$ cat config.mk
export PLATFORM = sky130hd
export DESIGN_NAME = execute_cycle_flat
export DESIGN_NICKNAME = d
export VERILOG_FILES = /design/src/rtl/execute_cycle_if.sv /design/src/rtl/execute_cycle.sv /design/src/flat_wrapper.sv
export SDC_FILE = /design/constraint.sdc
export NUM_CORES = 2
export LEC_CHECK = 0
export BUFFER_PORTS_ARGS = -buffer_cell sky130_fd_sc_hd__buf_2
export CAP_MARGIN = 0
export CORE_ASPECT_RATIO = 2
export CORE_MARGIN = 4
export CORE_UTILIZATION = 40
export DETAILED_ROUTE_END_ITERATION = 10
export GPL_ROUTABILITY_DRIVEN = 0
export PLACE_DENSITY_LB_ADDON = 0.12
export SETUP_SLACK_MARGIN = 0.15
export SKIP_CTS_REPAIR_TIMING = 1
export SYNTH_ARGS = -nofsm -noshare
export SYNTH_HDL_FRONTEND = slang
export SYNTH_SLANG_ARGS = --single-unit
$ cat constraint.sdc
create_clock -name clk -period 10 [get_ports clk]
set_input_delay 1.5 -clock clk [delete_from_list [all_inputs] [get_ports clk]]
set_output_delay 1.5 -clock clk [all_outputs]
set_load 0.01 [all_outputs]
$ cat src/rtl/execute_cycle_if.sv
// execute_cycle_if
//   Bundles the ID/EX inputs of the execute stage and everything it returns
//   (fetch redirect, stall request, EX/MEM register contents).
//   slave  : the execute stage itself (consumes ID/EX, drives EX/MEM)
//   master : whoever presents ID/EX and observes EX/MEM (pipeline / bench)
interface execute_cycle_if;
   // ID/EX side
   logic        RegWriteE, MemWriteE, ResultSrcE, BranchE, JumpE, ALUSrcE, MulDivE;
   logic [3:0]  ALUControlE;
   logic [2:0]  funct3E;
   logic [4:0]  RD_E;
   logic [31:0] RD1E, RD2E, ImmExtE, PCE, PCPlus4E;
   logic [1:0]  ForwardAE, ForwardBE;
   logic [31:0] ResultW;
   // execute-stage outputs
   logic        PCSrcE;
   logic [31:0] PCTargetE;
   logic        BusyE;
   logic        RegWriteM, MemWriteM, ResultSrcM;
   logic [4:0]  RD_M;
   logic [2:0]  funct3M;
   logic [31:0] PCPlus4M, WriteDataM, ALU_ResultM;

   modport slave (
      input  RegWriteE, MemWriteE, ResultSrcE, BranchE, JumpE, ALUSrcE, MulDivE,
      input  ALUControlE, funct3E, RD_E, RD1E, RD2E, ImmExtE, PCE, PCPlus4E,
      input  ForwardAE, ForwardBE, ResultW,
      output PCSrcE, PCTargetE, BusyE,
      output RegWriteM, MemWriteM, ResultSrcM, RD_M, funct3M,
      output PCPlus4M, WriteDataM, ALU_ResultM
   );

   modport master (
      output RegWriteE, MemWriteE, ResultSrcE, BranchE, JumpE, ALUSrcE, MulDivE,
      output ALUControlE, funct3E, RD_E, RD1E, RD2E, ImmExtE, PCE, PCPlus4E,
      output ForwardAE, ForwardBE, ResultW,
      input  PCSrcE, PCTargetE, BusyE,
      input  RegWriteM, MemWriteM, ResultSrcM, RD_M, funct3M,
      input  PCPlus4M, WriteDataM, ALU_ResultM
   );
endinterface

$ cat src/rtl/execute_cycle.sv
// execute_cycle
//   Execute stage of the RV32IM pipeline: operand forwarding, single-cycle
//   ALU and branch compare, multi-cycle multiply / restoring divide, and the
//   EX/MEM pipeline register.
//   clk  : rising-edge clock
//   rst  : synchronous active-high reset
//   bus  : execute_cycle_if.slave (ID/EX inputs, redirect, BusyE, EX/MEM outputs)
module execute_cycle (
   input  logic            clk,
   input  logic            rst,
   execute_cycle_if.slave  bus
);
   typedef enum logic [1:0] {S_IDLE, S_MUL, S_DIV, S_DONE} state_t;

   state_t      state_q, state_d;
   logic [4:0]  cnt_q, cnt_d;
   // M-op operands and controls captured at accept; forwarding sources move on during the stall
   logic [31:0] a_q, a_d, b_q, b_d;
   logic [2:0]  f3_q, f3_d;
   logic        rw_q, rw_d, mw_q, mw_d, rs_q, rs_d;
   logic [4:0]  rd_q, rd_d;
   logic [31:0] pc4_q, pc4_d;
   logic [63:0] prod_q, prod_d;
   logic [32:0] rem_q, rem_d;      // bit 32 stays 0; kept so the trial subtract is full width
   logic [31:0] quo_q, quo_d, dvs_q, dvs_d;
   // EX/MEM register
   logic        regwrite_m_q, regwrite_m_d, memwrite_m_q, memwrite_m_d, resultsrc_m_q, resultsrc_m_d;
   logic [4:0]  rd_m_q, rd_m_d;
   logic [2:0]  funct3_m_q, funct3_m_d;
   logic [31:0] pcplus4_m_q, pcplus4_m_d, writedata_m_q, writedata_m_d, alu_result_m_q, alu_result_m_d;

   logic [31:0] src_a, fwd_b, src_b, alu_res, a_mag, b_mag, mop_res, q_fix, r_fix;
   logic [63:0] a64, b64;
   logic [33:0] shifted, diff;
   logic        taken, busy, div_signed;

   // Forwarding muxes (00 and 11 both select the register file)
   always_comb begin
      src_a = bus.RD1E;
      fwd_b = bus.RD2E;
      case (bus.ForwardAE)
         2'b01:   src_a = bus.ResultW;
         2'b10:   src_a = alu_result_m_q;
         default: src_a = bus.RD1E;
      endcase
      case (bus.ForwardBE)
         2'b01:   fwd_b = bus.ResultW;
         2'b10:   fwd_b = alu_result_m_q;
         default: fwd_b = bus.RD2E;
      endcase
      src_b = bus.ALUSrcE ? bus.ImmExtE : fwd_b;
   end

   always_comb begin
      alu_res = 32'd0;
      case (bus.ALUControlE)
         4'd0:    alu_res = src_a + src_b;
         4'd1:    alu_res = src_a - src_b;
         4'd2:    alu_res = src_a & src_b;
         4'd3:    alu_res = src_a | src_b;
         4'd4:    alu_res = src_a ^ src_b;
         4'd5:    alu_res = {31'd0, $signed(src_a) < $signed(src_b)};
         4'd6:    alu_res = {31'd0, src_a < src_b};
         4'd7:    alu_res = src_a << src_b[4:0];
         4'd8:    alu_res = src_a >> src_b[4:0];
         4'd9:    alu_res = $signed(src_a) >>> src_b[4:0];
         4'd10:   alu_res = src_b;
         default: alu_res = 32'd0;
      endcase
   end

   // Branch compare always uses the forwarded register values, never the immediate
   always_comb begin
      taken = 1'b0;
      case (bus.funct3E)
         3'b000:  taken = (src_a == fwd_b);
         3'b001:  taken = (src_a != fwd_b);
         3'b100:  taken = ($signed(src_a) <  $signed(fwd_b));
         3'b101:  taken = ($signed(src_a) >= $signed(fwd_b));
         3'b110:  taken = (src_a <  fwd_b);
         3'b111:  taken = (src_a >= fwd_b);
         default: taken = 1'b0;
      endcase
   end

   assign bus.PCTargetE = bus.PCE + bus.ImmExtE;
   assign bus.PCSrcE    = ~bus.MulDivE & ((bus.BranchE & taken) | bus.JumpE);
   // Reset dominates: no stall is requested while the stage is being cleared
   assign bus.BusyE     = busy & ~rst;

   // Divider magnitudes taken from the forwarded values at accept; funct3[0]=0 means signed
   assign div_signed = ~bus.funct3E[0];
   assign a_mag = (div_signed && src_a[31]) ? (32'd0 - src_a) : src_a;
   assign b_mag = (div_signed && fwd_b[31]) ? (32'd0 - fwd_b) : fwd_b;

   // Sign/zero extension to 64 bits makes one unsigned 64-bit product serve all four MUL variants
   assign a64 = {{32{a_q[31] & (f3_q[1:0] != 2'b11)}}, a_q};
   assign b64 = {{32{b_q[31] & ~f3_q[1]}}, b_q};

   assign shifted = {rem_q, quo_q[31]};
   assign diff    = shifted - {2'b00, dvs_q};

   always_comb begin
      state_d = state_q;
      cnt_d   = cnt_q;
      a_d = a_q;  b_d = b_q;  f3_d = f3_q;
      rw_d = rw_q;  mw_d = mw_q;  rs_d = rs_q;  rd_d = rd_q;  pc4_d = pc4_q;
      prod_d = prod_q;
      rem_d = rem_q;  quo_d = quo_q;  dvs_d = dvs_q;
      busy  = 1'b0;
      case (state_q)
         S_IDLE: begin
            if (bus.MulDivE) begin
               busy  = 1'b1;
               a_d   = src_a;
               b_d   = fwd_b;
               f3_d  = bus.funct3E;
               rw_d  = bus.RegWriteE;
               mw_d  = bus.MemWriteE;
               rs_d  = bus.ResultSrcE;
               rd_d  = bus.RD_E;
               pc4_d = bus.PCPlus4E;
               cnt_d = 5'd31;
               rem_d = 33'd0;
               quo_d = a_mag;
               dvs_d = b_mag;
               state_d = bus.funct3E[2] ? S_DIV : S_MUL;
            end
         end
         S_MUL: begin
            busy    = 1'b1;
            prod_d  = a64 * b64;
            state_d = S_DONE;
         end
         S_DIV: begin
            busy = 1'b1;
            // restoring step: keep the trial difference only if it did not go negative
            if (!diff[33]) begin
               rem_d = diff[32:0];
               quo_d = {quo_q[30:0], 1'b1};
            end else begin
               rem_d = shifted[32:0];
               quo_d = {quo_q[30:0], 1'b0};
            end
            if (cnt_q == 5'd0) state_d = S_DONE;
            else               cnt_d   = cnt_q - 5'd1;
         end
         default: begin
            // DONE: held inputs still carry MulDivE=1, so always drop back to IDLE
            state_d = S_IDLE;
         end
      endcase
   end

   // Sign fix-up and the architectural divide-by-zero results
   always_comb begin
      q_fix = (~f3_q[0] && (a_q[31] ^ b_q[31])) ? (32'd0 - quo_q) : quo_q;
      r_fix = (~f3_q[0] && a_q[31]) ? (32'd0 - rem_q[31:0]) : rem_q[31:0];
      if (b_q == 32'd0) begin
         q_fix = 32'hFFFF_FFFF;
         r_fix = a_q;
      end
      case (f3_q)
         3'b000:          mop_res = prod_q[31:0];
         3'b001, 3'b010,
         3'b011:          mop_res = prod_q[63:32];
         3'b100, 3'b101:  mop_res = q_fix;
         default:         mop_res = r_fix;
      endcase
   end

   always_comb begin
      regwrite_m_d   = bus.RegWriteE;
      memwrite_m_d   = bus.MemWriteE;
      resultsrc_m_d  = bus.ResultSrcE;
      rd_m_d         = bus.RD_E;
      funct3_m_d     = bus.funct3E;
      pcplus4_m_d    = bus.PCPlus4E;
      writedata_m_d  = fwd_b;
      alu_result_m_d = alu_res;
      if (busy) begin
         // bubble; the data fields simply hold
         regwrite_m_d   = 1'b0;
         memwrite_m_d   = 1'b0;
         resultsrc_m_d  = 1'b0;
         rd_m_d         = 5'd0;
         funct3_m_d     = funct3_m_q;
         pcplus4_m_d    = pcplus4_m_q;
         writedata_m_d  = writedata_m_q;
         alu_result_m_d = alu_result_m_q;
      end else if (state_q == S_DONE) begin
         regwrite_m_d   = rw_q;
         memwrite_m_d   = mw_q;
         resultsrc_m_d  = rs_q;
         rd_m_d         = rd_q;
         funct3_m_d     = f3_q;
         pcplus4_m_d    = pc4_q;
         writedata_m_d  = b_q;
         alu_result_m_d = mop_res;
      end
   end

   always_ff @(posedge clk) begin
      if (rst) begin
         state_q <= S_IDLE;  cnt_q <= 5'd0;
         a_q <= '0;  b_q <= '0;  f3_q <= '0;
         rw_q <= 1'b0;  mw_q <= 1'b0;  rs_q <= 1'b0;  rd_q <= '0;  pc4_q <= '0;
         prod_q <= '0;  rem_q <= '0;  quo_q <= '0;  dvs_q <= '0;
         regwrite_m_q <= 1'b0;  memwrite_m_q <= 1'b0;  resultsrc_m_q <= 1'b0;
         rd_m_q <= '0;  funct3_m_q <= '0;  pcplus4_m_q <= '0;
         writedata_m_q <= '0;  alu_result_m_q <= '0;
      end else begin
         state_q <= state_d;  cnt_q <= cnt_d;
         a_q <= a_d;  b_q <= b_d;  f3_q <= f3_d;
         rw_q <= rw_d;  mw_q <= mw_d;  rs_q <= rs_d;  rd_q <= rd_d;  pc4_q <= pc4_d;
         prod_q <= prod_d;  rem_q <= rem_d;  quo_q <= quo_d;  dvs_q <= dvs_d;
         regwrite_m_q <= regwrite_m_d;  memwrite_m_q <= memwrite_m_d;  resultsrc_m_q <= resultsrc_m_d;
         rd_m_q <= rd_m_d;  funct3_m_q <= funct3_m_d;  pcplus4_m_q <= pcplus4_m_d;
         writedata_m_q <= writedata_m_d;  alu_result_m_q <= alu_result_m_d;
      end
   end

   assign bus.RegWriteM   = regwrite_m_q;
   assign bus.MemWriteM   = memwrite_m_q;
   assign bus.ResultSrcM  = resultsrc_m_q;
   assign bus.RD_M        = rd_m_q;
   assign bus.funct3M     = funct3_m_q;
   assign bus.PCPlus4M    = pcplus4_m_q;
   assign bus.WriteDataM  = writedata_m_q;
   assign bus.ALU_ResultM = alu_result_m_q;
endmodule

$ cat src/flat_wrapper.sv
// flat-port wrapper written by rule: the top's interface ports become plain ports
module execute_cycle_flat 
  (clk, rst, bus_RegWriteE, bus_MemWriteE, bus_ResultSrcE, bus_BranchE, bus_JumpE, bus_ALUSrcE, bus_MulDivE, bus_ALUControlE, bus_funct3E, bus_RD_E, bus_RD1E, bus_RD2E, bus_ImmExtE, bus_PCE, bus_PCPlus4E, bus_ForwardAE, bus_ForwardBE, bus_ResultW, bus_PCSrcE, bus_PCTargetE, bus_BusyE, bus_RegWriteM, bus_MemWriteM, bus_ResultSrcM, bus_RD_M, bus_funct3M, bus_PCPlus4M, bus_WriteDataM, bus_ALU_ResultM);
  execute_cycle_if bus_i ();
  input  logic clk;
  input  logic rst;
  input wire logic [$bits(bus_i.RegWriteE)-1:0] bus_RegWriteE;
  input wire logic [$bits(bus_i.MemWriteE)-1:0] bus_MemWriteE;
  input wire logic [$bits(bus_i.ResultSrcE)-1:0] bus_ResultSrcE;
  input wire logic [$bits(bus_i.BranchE)-1:0] bus_BranchE;
  input wire logic [$bits(bus_i.JumpE)-1:0] bus_JumpE;
  input wire logic [$bits(bus_i.ALUSrcE)-1:0] bus_ALUSrcE;
  input wire logic [$bits(bus_i.MulDivE)-1:0] bus_MulDivE;
  input wire logic [$bits(bus_i.ALUControlE)-1:0] bus_ALUControlE;
  input wire logic [$bits(bus_i.funct3E)-1:0] bus_funct3E;
  input wire logic [$bits(bus_i.RD_E)-1:0] bus_RD_E;
  input wire logic [$bits(bus_i.RD1E)-1:0] bus_RD1E;
  input wire logic [$bits(bus_i.RD2E)-1:0] bus_RD2E;
  input wire logic [$bits(bus_i.ImmExtE)-1:0] bus_ImmExtE;
  input wire logic [$bits(bus_i.PCE)-1:0] bus_PCE;
  input wire logic [$bits(bus_i.PCPlus4E)-1:0] bus_PCPlus4E;
  input wire logic [$bits(bus_i.ForwardAE)-1:0] bus_ForwardAE;
  input wire logic [$bits(bus_i.ForwardBE)-1:0] bus_ForwardBE;
  input wire logic [$bits(bus_i.ResultW)-1:0] bus_ResultW;
  output wire logic [$bits(bus_i.PCSrcE)-1:0] bus_PCSrcE;
  output wire logic [$bits(bus_i.PCTargetE)-1:0] bus_PCTargetE;
  output wire logic [$bits(bus_i.BusyE)-1:0] bus_BusyE;
  output wire logic [$bits(bus_i.RegWriteM)-1:0] bus_RegWriteM;
  output wire logic [$bits(bus_i.MemWriteM)-1:0] bus_MemWriteM;
  output wire logic [$bits(bus_i.ResultSrcM)-1:0] bus_ResultSrcM;
  output wire logic [$bits(bus_i.RD_M)-1:0] bus_RD_M;
  output wire logic [$bits(bus_i.funct3M)-1:0] bus_funct3M;
  output wire logic [$bits(bus_i.PCPlus4M)-1:0] bus_PCPlus4M;
  output wire logic [$bits(bus_i.WriteDataM)-1:0] bus_WriteDataM;
  output wire logic [$bits(bus_i.ALU_ResultM)-1:0] bus_ALU_ResultM;
  assign bus_i.RegWriteE = bus_RegWriteE;
  assign bus_i.MemWriteE = bus_MemWriteE;
  assign bus_i.ResultSrcE = bus_ResultSrcE;
  assign bus_i.BranchE = bus_BranchE;
  assign bus_i.JumpE = bus_JumpE;
  assign bus_i.ALUSrcE = bus_ALUSrcE;
  assign bus_i.MulDivE = bus_MulDivE;
  assign bus_i.ALUControlE = bus_ALUControlE;
  assign bus_i.funct3E = bus_funct3E;
  assign bus_i.RD_E = bus_RD_E;
  assign bus_i.RD1E = bus_RD1E;
  assign bus_i.RD2E = bus_RD2E;
  assign bus_i.ImmExtE = bus_ImmExtE;
  assign bus_i.PCE = bus_PCE;
  assign bus_i.PCPlus4E = bus_PCPlus4E;
  assign bus_i.ForwardAE = bus_ForwardAE;
  assign bus_i.ForwardBE = bus_ForwardBE;
  assign bus_i.ResultW = bus_ResultW;
  assign bus_PCSrcE = bus_i.PCSrcE;
  assign bus_PCTargetE = bus_i.PCTargetE;
  assign bus_BusyE = bus_i.BusyE;
  assign bus_RegWriteM = bus_i.RegWriteM;
  assign bus_MemWriteM = bus_i.MemWriteM;
  assign bus_ResultSrcM = bus_i.ResultSrcM;
  assign bus_RD_M = bus_i.RD_M;
  assign bus_funct3M = bus_i.funct3M;
  assign bus_PCPlus4M = bus_i.PCPlus4M;
  assign bus_WriteDataM = bus_i.WriteDataM;
  assign bus_ALU_ResultM = bus_i.ALU_ResultM;
  execute_cycle u_core (.clk(clk), .rst(rst), .bus(bus_i));
endmodule
==> results.md <==
Outcome:
- The flow ran to the end, but the final reports show violations.
- The final reports fail on max-capacitance violations, max-slew violations.

Finish:
- The library cell used most frequently in the layout, excluding fill and tap cells, is sky130_fd_sc_hd__nand2_1.
- The fraction of layout cells with a size suffix above 1 is 0.0900.
- Excluding fillers, the count of instances in the completed layout stands at 11018.
- In the layout the commonest cells are sky130_fd_sc_hd__nand2_1, sky130_fd_sc_hd__inv_1, sky130_fd_sc_hd__fa_1.
- The area added between synthesis and finish is 8.51%.
- The filler cell count in the final layout is 17786.
- The utilization of the core after routing is 0.436.
- The layout net count is 10410.

Setup path:
- In this run the critical register-to-register path is launched from u_core.a_q[7]$_SDFFE_PP0P_.
- The startpoint kind of the worst setup timing path is a flip-flop.
- At the worst endpoint, the arrival time is 9990 ps.
- The worst-case reg-to-reg path depth is 23.
- The critical path capture point is u_core.prod_q[39]$_SDFFE_PP0N_.
- The maximum net fanout on the critical path is 24.
- At the worst endpoint, the required time is 10590 ps.
- Across all register-to-register paths, the minimum setup slack is 600 ps.
- The critical path starts at u_core.a_q[7]$_SDFFE_PP0P_.
- The endpoint identified for the worst register-to-register timing path is u_core.prod_q[39]$_SDFFE_PP0N_.
- The classification of the worst setup path is reg -> reg.
- The worst setup path is captured at a flip-flop.

Synthesis:
- The number of synthesized flops with an enable pin is 0.
- The share of synthesized area in the top cell type comes to 0.323.
- After synthesis, the mean cell area works out to 8.13 um^2.
- Counting flops and latches in the post-synthesis netlist gives 381.
- The share of the Yosys chip area taken by registers is 0.109.
- Counting flops with an async set or reset pin after synthesis yields a share of 0.
- The number of warning messages in the yosys log is 0.
- The cell area that synthesis handed to floorplanning was 70100 um^2.
- The distinct cell type count after synthesis is 98.
- Synthesis produced a netlist with a net count of 10384.
- The primary flip-flop cell chosen by synthesis mapping is sky130_fd_sc_hd__dfxtp_1.
- The synthesized instance count is 8619.
- Sorting the synthesized cells by area gives the leading types as sky130_fd_sc_hd__fa_1, sky130_fd_sc_hd__dfxtp_1, sky130_fd_sc_hd__ha_1, sky130_fd_sc_hd__nand2_1, sky130_fd_sc_hd__inv_1.
- The largest total area in the synthesized netlist belongs to sky130_fd_sc_hd__fa_1.

Timing:
- The setup-violating endpoint count in the final report is 0.
- Setup repair after global routing left no endpoint under its margin.
- The number of failing hold endpoints at the final stage is 0.
- The pin slew with the least headroom to its limit is 1590 ps.
- The time the final worst path needs with I/O delays and setup is 9400 ps.
- The worst-case setup margin in the final layout is 598 ps.
- The worst pin sits at a relative slew slack of -0.0649.
- The total count of max-transition violations in the final report was 4.
- The largest clock skew in the final design is 31.0 ps.
- The maximum achievable frequency is 106 MHz.
- The worst slack on hold paths is 447 ps.
- The post-route fraction of the period consumed by the critical path is 0.940.
- The setup TNS is 0 ps.

Detailed routing:
- The via density per instance is 5.88.
- The iteration-0 DRC count of the detailed router is 5230.
- The number of iterations in the first detailed-routing pass is 6.
- After detailed routing, the number of remaining DRC violations is 0.
- The number of nets with antenna violations after routing is 0.
- In the final routed layout, each cell accounts on average for 28.1 um.
- The routed wire length is 310000 um.
- The routed layout has 64751 vias.

GRT:
- Entering global routing, the biggest net connects 81 pins.
- The overflow left after global routing is 0.
- The number of antenna violations at the first check in global routing is 51.
- For this run, the total global-route usage over all layers was measured as 0.338.
- The first global-routing pass estimated 454000 um of wire.
- The via count of the first global-routing pass is 68769.

Placed design:
- The worst-case setup slack after placement is 862 ps.
- Once detailed placement completed, the half-perimeter wirelength came to 247000 um.
- The post-placement cell count is 10895.
- The number of port buffers is 357.

Job:
- The reported max-cap violation count is 4.

Power and ir drop:
- The power density of the placed cells is 166 nW/um^2.
- The highest ir drop seen on vdd is 0.163 mV.
- Summed over all cells, the static leakage comes to 34.9 nW.

CTS:
- The clock tree root driver cell is sky130_fd_sc_hd__clkbuf_16.
- The latest clock arrival within the worst-skew pair is 660 ps.
- Clock tree synthesis inserted a total of 43 buffers.
- The H-tree generated during clock tree synthesis spans 2 levels.
- TritonCTS built the clock tree.
- After clock tree synthesis, the clock-pin slew on the worst setup and hold paths is 70 ps.
- The clock passes through at most 3 buffers.
- Clock tree synthesis found a total of 381 sinks.

Floorplan:
- The die boundary height is 600 um.
- From left edge to right edge, the die measures 304 um.
- For this design the top-level I/O count stands at 358.
- The floorplan step defined a core boundary enclosing 175000 um^2.
- The die area is 182000 um^2.
- For this configuration, the core starts out at a cell density of 0.401.
- The initialized floorplan defines 217 standard-cell rows.

Min path:
- The class of the tightest hold or removal check is reg -> reg.
==> where the power goes <==
part / total [mW] / internal [mW] / switching, mW
clock: 1.85 / 1.02 / 0.826
combinational: 8.36 / 2.77 / 5.59
sequential: 2.44 / 1.88 / 0.564
total: 12.6 / 5.67 / 6.98
==> state kept, by name, summed over array words and instances (netlist names), 2 cells and up <==
register,count
u_core.prod_q,64
u_core.rem_q,33
u_core.a_q,32
u_core.b_q,32
u_core.bus.ALU_ResultM,32
u_core.bus.PCPlus4M,32
u_core.bus.WriteDataM,32
u_core.pc4_q,32
u_core.quo_q,32
u_core.dvs_q,31
u_core.bus.RD_M,5
u_core.cnt_q,5
u_core.rd_q,5
u_core.bus.funct3M,3
u_core.f3_q,3
u_core.state_q,2
==> routing by layer <==
metal / track usage / routed length, um
met1: 0.312 / 96300
met2: 0.598 / 156000
met3: 0.0887 / 21100
met4: 0.325 / 36300
met5: 0.000793 / 137
==> Yosys cell counts, types with 94 or more instances <==
cell type                  instances
sky130_fd_sc_hd__mux2i_1         228
sky130_fd_sc_hd__dfxtp_1         381
sky130_fd_sc_hd__clkbuf_1        506
sky130_fd_sc_hd__a21oi_1         490
sky130_fd_sc_hd__nor2_1          515
sky130_fd_sc_hd__o21ai_0         278
sky130_fd_sc_hd__nand2_1        1289
sky130_fd_sc_hd__xnor2_1         192
sky130_fd_sc_hd__a211oi_1        102
sky130_fd_sc_hd__a21o_1           94
sky130_fd_sc_hd__ha_1            419
sky130_fd_sc_hd__o21ai_1         101
sky130_fd_sc_hd__fa_1           1129
sky130_fd_sc_hd__inv_1          1252
sky130_fd_sc_hd__and2_1          400
==> stage by stage <==
step	power (mW)	instance area (um^2)
after floorplan	7.40	70100
after global placement	10.5	74300
after detailed placement	10.6	74300
after CTS	12.5	75900
after global routing	13.3	76000
final	12.6	76000
==> area by class of cell <==
cell class | count | area, um^2 | share of cell area
inverter | 1272 | 4770 | 0.0628
clock inverter | 20 | 287 | 0.00377
clock buffer | 57 | 1250 | 0.0164
antenna | 42 | 105 | 0.00138
tap | 2299 | 2880 | 0.0378
multi-input combinational | 6368 | 55600 | 0.731
sequential | 381 | 7630 | 0.100
timing repair buffer | 579 | 3550 | 0.0467
==> critical path: stages, from the launching register on <==
cell,delay (ps)
sky130_fd_sc_hd__dfxtp_1,1280
sky130_fd_sc_hd__nand2_1,210
sky130_fd_sc_hd__fa_1,630
sky130_fd_sc_hd__fa_1,450
sky130_fd_sc_hd__fa_1,500
sky130_fd_sc_hd__inv_1,60
sky130_fd_sc_hd__fa_1,540
sky130_fd_sc_hd__ha_1,230
sky130_fd_sc_hd__ha_1,280
sky130_fd_sc_hd__inv_1,40
sky130_fd_sc_hd__fa_1,450
sky130_fd_sc_hd__fa_1,500
sky130_fd_sc_hd__inv_1,40
sky130_fd_sc_hd__ha_1,310
sky130_fd_sc_hd__or2_1,260
sky130_fd_sc_hd__a21o_1,250
sky130_fd_sc_hd__a31oi_1,540
sky130_fd_sc_hd__a2111oi_0,240
sky130_fd_sc_hd__nor3_1,990
sky130_fd_sc_hd__o21ai_0,480
sky130_fd_sc_hd__a211oi_1,420
sky130_fd_sc_hd__xnor2_1,360
sky130_fd_sc_hd__mux2i_1,160
sky130_fd_sc_hd__nor2_1,110
==> worst min-delay path by stage <==
| stage | from | to | slack [ps] | cells past startpoint |
|---|---|---|---|---|
| 3_5_place_dp | u_core.bus.PCPlus4M[9]$_SDFFE_PP0N_ | u_core.bus.PCPlus4M[9]$_SDFFE_PP0N_ | 440 | 2 |
| 6_report | u_core.bus.PCPlus4M[9]$_SDFFE_PP0N_ | u_core.bus.PCPlus4M[9]$_SDFFE_PP0N_ | 450 | 2 |
| 5_1_grt | u_core.pc4_q[28]$_SDFFE_PP0P_ | u_core.pc4_q[28]$_SDFFE_PP0P_ | 470 | 2 |
| 3_3_place_gp | u_core.bus.PCPlus4M[6]$_SDFFE_PP0N_ | u_core.bus.PCPlus4M[6]$_SDFFE_PP0N_ | 430 | 2 |
| 2_1_floorplan | u_core.prod_q[63]$_SDFFE_PP0N_ | u_core.prod_q[63]$_SDFFE_PP0N_ | 420 | 2 |
| 4_1_cts | u_core.bus.PCPlus4M[9]$_SDFFE_PP0N_ | u_core.bus.PCPlus4M[9]$_SDFFE_PP0N_ | 450 | 2 |
==> cells by family after synthesis <==
logic type               synth area share
buffers and inverters               0.101
AO/OA/AOI/OAI                       0.152
multiplexers                       0.0363
AND/OR/NAND/NOR                     0.170
XOR/XNOR                           0.0337
adder cells (fa/ha/maj)             0.397
flip-flops                          0.109
(Power assumes the default switching activity.)
